`src/rtl/coef_mux_arbiter_pkg.sv`:
```
// Shared types and constants for the coefficient mux arbiter.
package coef_mux_arbiter_pkg;

    localparam int unsigned NREQ = 4;
    localparam int unsigned SELW = 2;

    localparam logic [SELW-1:0] SEL_ONE = SELW'(1);

    typedef enum logic {
        ST_IDLE = 1'b0,
        ST_LOCK = 1'b1
    } state_e;

endpackage

```
`src/rtl/coef_mux_arbiter_rr_pick4.sv`:
```
// Round-robin priority pick: first set request at or after ptr, wrapping modulo NREQ.
module rr_pick4
    import coef_mux_arbiter_pkg::*;
(
    input  logic [NREQ-1:0] req,
    input  logic [SELW-1:0] ptr,
    output logic [SELW-1:0] owner,
    output logic            found
);

    logic [SELW-1:0] idx;

    // Scan ptr, ptr+1, ... with natural 2-bit wrap; the first hit wins.
    always_comb begin
        owner = '0;
        found = 1'b0;
        idx   = '0;
        for (int unsigned k = 0; k < NREQ; k++) begin
            idx = ptr + k[SELW-1:0];
            if (!found && req[idx]) begin
                found = 1'b1;
                owner = idx;
            end
        end
    end

endmodule

```
`src/rtl/coef_mux_arbiter.sv`:
```
// Four-way burst-locking round-robin mux with a registered output slot.
module coef_mux_arbiter
    import coef_mux_arbiter_pkg::*;
#(
    parameter int unsigned DW = 16
) (
    input  logic            clk,
    input  logic            rst_n,
    input  logic [3:0]      req,
    input  logic [3:0]      last,
    input  logic [DW-1:0]   din_0,
    input  logic [DW-1:0]   din_1,
    input  logic [DW-1:0]   din_2,
    input  logic [DW-1:0]   din_3,
    output logic [3:0]      ack,
    output logic            o_valid,
    input  logic            o_ready,
    output logic [DW-1:0]   o_data,
    output logic [1:0]      o_src,
    output logic            o_last,
    output logic            busy
);

    state_e          state_q, state_d;
    logic [SELW-1:0] ptr_q, ptr_d;
    logic [SELW-1:0] owner_q, owner_d;
    logic            o_valid_q, o_valid_d;
    logic [DW-1:0]   o_data_q, o_data_d;
    logic [SELW-1:0] o_src_q, o_src_d;
    logic            o_last_q, o_last_d;

    logic [SELW-1:0] pick_owner;
    logic            pick_found;
    logic [DW-1:0]   din_sel;
    logic            slot_free;

    rr_pick4 u_pick (
        .req   (req),
        .ptr   (ptr_q),
        .owner (pick_owner),
        .found (pick_found)
    );

    // Lane select for the current owner.
    always_comb begin
        case (owner_q)
            2'd0:    din_sel = din_0;
            2'd1:    din_sel = din_1;
            2'd2:    din_sel = din_2;
            default: din_sel = din_3;
        endcase
    end

    // FSM next state, ack generation and output-slot update.
    always_comb begin
        state_d   = state_q;
        ptr_d     = ptr_q;
        owner_d   = owner_q;
        o_valid_d = o_valid_q;
        o_data_d  = o_data_q;
        o_src_d   = o_src_q;
        o_last_d  = o_last_q;
        ack       = '0;
        slot_free = !o_valid_q || o_ready;

        if (state_q == ST_LOCK && req[owner_q] && slot_free) begin
            ack[owner_q] = 1'b1;
        end

        case (state_q)
            ST_IDLE: begin
                if (pick_found) begin
                    owner_d = pick_owner;
                    state_d = ST_LOCK;
                end
            end
            ST_LOCK: begin
                if (ack[owner_q] && last[owner_q]) begin
                    state_d = ST_IDLE;
                    ptr_d   = owner_q + SEL_ONE;
                end
            end
            default: state_d = ST_IDLE;
        endcase

        if (ack != '0) begin
            o_valid_d = 1'b1;
            o_data_d  = din_sel;
            o_src_d   = owner_q;
            o_last_d  = last[owner_q];
        end else if (o_valid_q && o_ready) begin
            o_valid_d = 1'b0;
        end
    end

    // State and output registers, asynchronously cleared.
    always_ff @(posedge clk or negedge rst_n) begin
        if (!rst_n) begin
            state_q   <= ST_IDLE;
            ptr_q     <= '0;
            owner_q   <= '0;
            o_valid_q <= 1'b0;
            o_data_q  <= '0;
            o_src_q   <= '0;
            o_last_q  <= 1'b0;
        end else begin
            state_q   <= state_d;
            ptr_q     <= ptr_d;
            owner_q   <= owner_d;
            o_valid_q <= o_valid_d;
            o_data_q  <= o_data_d;
            o_src_q   <= o_src_d;
            o_last_q  <= o_last_d;
        end
    end

    assign o_valid = o_valid_q;
    assign o_data  = o_data_q;
    assign o_src   = o_src_q;
    assign o_last  = o_last_q;
    assign busy    = (state_q == ST_LOCK);

endmodule
```
`config.mk`:
```
export PLATFORM = sky130hd
export DESIGN_NAME = coef_mux_arbiter
export DESIGN_NICKNAME = d
export VERILOG_FILES = /design/src/rtl/coef_mux_arbiter_pkg.sv /design/src/rtl/coef_mux_arbiter_rr_pick4.sv /design/src/rtl/coef_mux_arbiter.sv
export SDC_FILE = /design/constraint.sdc
export NUM_CORES = 1
export LEC_CHECK = 0
export CELL_PAD_IN_SITES_DETAIL_PLACEMENT = 0
export CELL_PAD_IN_SITES_GLOBAL_PLACEMENT = 2
export CORE_MARGIN = 5
export CORE_UTILIZATION = 21
export DETAILED_ROUTE_END_ITERATION = 12
export PLACE_DENSITY_LB_ADDON = 0.2
export SYNTH_ARGS = -nofsm -noshare
export SYNTH_HDL_FRONTEND = slang
export SYNTH_SLANG_ARGS = --single-unit
```
`constraint.sdc`:
```
create_clock -name clk -period 4.1 [get_ports clk]
set_input_delay 0.82 -clock clk [delete_from_list [all_inputs] [get_ports clk]]
set_output_delay 0.82 -clock clk [all_outputs]
set_load 0.02 [all_outputs]
```
==> flow_summary.yaml <==
power_and_ir_drop:
  seqPwrFrac_pct: 25.7
  comb_power_share_pct: 65.7
  p_per_area_mw_per_mm2: 642.3
  p_sw_share_pct: 44.70
  p_leak_uw: 0.001110
  pwr-share-clk_pct: 8.5
  vdd_drop_max_mv: 0.4029
  internal_power_uw: 963.6
  power_switching_uw: 778.8
global_route:
  antenna_found_initial: 0
  grt_max_degree: 26
  grt_pass1_vias: 1786
  grt_pass1_wl_um: 9128
  grtUsageTotal_pct: 12.68
  grt-ovfl-total: 0
timing:
  setup-violations-final: 0
  slew_violations: 0
  max-slew-margin-rel_pct: 66.11
  worst-slew-pin-transition_ps: 506.8
  fin_worst_skew_ps: 2.705
  timing.final.crit_share_pct: 89.52
  tns_ps: 0
  min_period_ps: 3670
  timing.fmax_mhz: 272.5
  hold_viol_final: 0
  rsz0062_at_grt: "false"
  worst_slack_ps: 429.7
route:
  drt_iter0_drc: 87
  dr_total_vias: 1748
  wirelength_um: 5991
  dr.pass1.iters: 7
  wl_per_cell_um: 16.15
  antenna_left: 0
  drcViolationCount: 0
  avgViaCountPerCell: 4.712
final_layout:
  area_delta_synth_final_pct: 72.75
  finish.utilization_pct: 37.40
  drive_gt1_share_pct: 5.147
  instances_no_fill: 371
  nNetsFinal: 353
  postLayoutCellArea_mm2: 0.002713
  fillers: 777
  diodes: 0
clock_network:
  clock_path_buffers: 2
  holdBufCountCts: 0
  cts_resized: 0
  insertion_delay_ps: 270
  cts_tree: "yes"
  cts-root-buf: "clkbuf_8"
  cts.htree.levels: 1
  numCtsBuffers: 3
  postCtsSetupRepairBufs: 0
  clkSinkCount: 25
  clk_pin_slew_ps: 90
synth:
  synthArstFlopShare_pct: 100.0
  synth_top_area_cell: "dfrtp_1"
  synth_nets: 255
  yosysWarnings: 0
  synth_ff_type: "dfrtp_1"
  synth_seq_area_share_pct: 39.84
  syn_area_per_cell_um2: 8.973
  synth_edf_count: 0
  ys_seq_elements: 25
  syn_area_mm2: 0.001570
  synth_cells: 175
  synth_area_leaders: "dfrtp_1 40%, a222oi_1 10%, a21oi_1 6.1%"
  yosysMostFrequentCell: "dfrtp_1"
  synthTopCellsByCount: "25 x dfrtp_1, 22 x nand2_1, 19 x a21oi_1, 18 x nor2_1, 17 x o21ai_0"
  synth_cell_types: 34
  synth_top_cell_area_share_pct: 39.84
placement:
  gp_congestion: 0.7992
  postPlaceCellArea_mm2: 0.002668
  io_buffers: 99
  dp_cells: 367
  dpl.hpwl_um: 4758
  place_ws_ps: 443.5
floorplan:
  pin_count: 100
  die_x_um: 96.47
  die_h_um: 96.47
  die_area_mm2: 0.009306
  start_util_pct: 21.65
  core_area_mm2: 0.007253
  rows: 31
worst_setup_path:
  worstPathMaxFanout: 8
  worst_setup_path_end_kind: "primary output"
  cp.arrival_ps: 2850
  startpoint_type: "input pin"
  required_ps: 3280
  crit_type: "input pin to primary output"
flow_run:
  cap_violations: 0
run_status:
  status: "finished, final reports clean"
min_path:
  min_path_type: "flip-flop to flip-flop"
routing by layer:
| metal | vias up | track usage, % | share of wire (%) | wire, um |
|---|---|---|---|---|
| li1 | 860 | - | - | - |
| met1 | 818 | 16.36 | 41 | 2461 |
| met2 | 64 | 20.98 | 50 | 2972 |
| met3 | 6 | 3.796 | 8.1 | 488 |
| met4 | 0 | 2.687 | 1.1 | 68 |
| met5 | - | 0 | 0 | 0 |
power by group through the flow:
stage	Sequential [uW]	Combinational, uW	Clock (uW)
after CTS	451	1170	159
final	448	1150	149
after detailed placement	455	1160	0
after global routing	467	1270	174
after floorplan	549	612	0
after global placement	454	1160	0
critical path: stages:
cell and delay [ps]:
clkdlybuf4s50_1 520, mux4_2 530, and3_1 250, and2_1 170
clkdlybuf4s50_1 550
placed cells by master (no fill, tap or decap), types with 2 or more instances in the layout:
cell,Yosys,layout
and3_1,4,4
mux2_2,2,2
o21ai_1,4,4
a21oi_1,19,19
mux2i_1,2,2
nand2_1,22,22
a222oi_1,16,16
inv_1,3,3
o21ai_0,17,17
and3b_1,2,2
clkbuf_8,0,3
clkdlybuf4s50_1,0,99
nor2_1,18,18
ha_1,5,5
dfrtp_1,25,25
or4_1,2,2
and2_1,5,5
o221ai_1,2,2
nand2b_1,2,2
buf_4,1,7
worst paths after layout:
kind / from / endpoint / slack (ps) / depth (start not counted)
worst max-delay path: req[0] / ack[3] / 430 / 5
worst min-delay path: o_data[11] / o_data[11] / 480 / 2
worst max register to register: owner_q[1] / o_last / 1400 / 6
worst min register to register: o_data[11] / o_data[11] / 480 / 2
max in group asynchronous: rst_n / o_data[14] / 2930 / 2
min in group asynchronous: rst_n / o_data[5] / 910 / 2
state kept, by name, indices dropped and copies added, names as in the netlist:
register  count
busy          1
o_data       16
o_last        1
o_src         2
o_valid       1
owner_q       2
ptr_q         2
area by class of cell:
type	instances	area, um^2	share of cell area, %
flip-flops and latches	25	625.6	23.06
well taps	99	123.9	4.566
repair buffers	106	1044	38.47
clock buffers	4	45.04	1.661
multi-input cells	134	863.3	31.83
inverters	3	11.26	0.4151
through the flow:
step	total power [uW]	hold WS, ps
floorplan	1160	509.2
detailed placement	1617	469.1
global route	1912	512.0
finish	1742	482.8
global placement	1616	462.7
CTS	1775	491.1
cells by family after synthesis:
group / after synthesis / share of synthesized area [%]
muxes: 7 / 6.773
buffers and inverters: 16 / 5.179
adders and majority gates: 5 / 3.984
and+or+nand+nor: 58 / 17.13
DFF: 25 / 39.84
AOI/OAI and AO/OA: 64 / 27.09
Note: power is estimated with default switching activity, not from simulation.
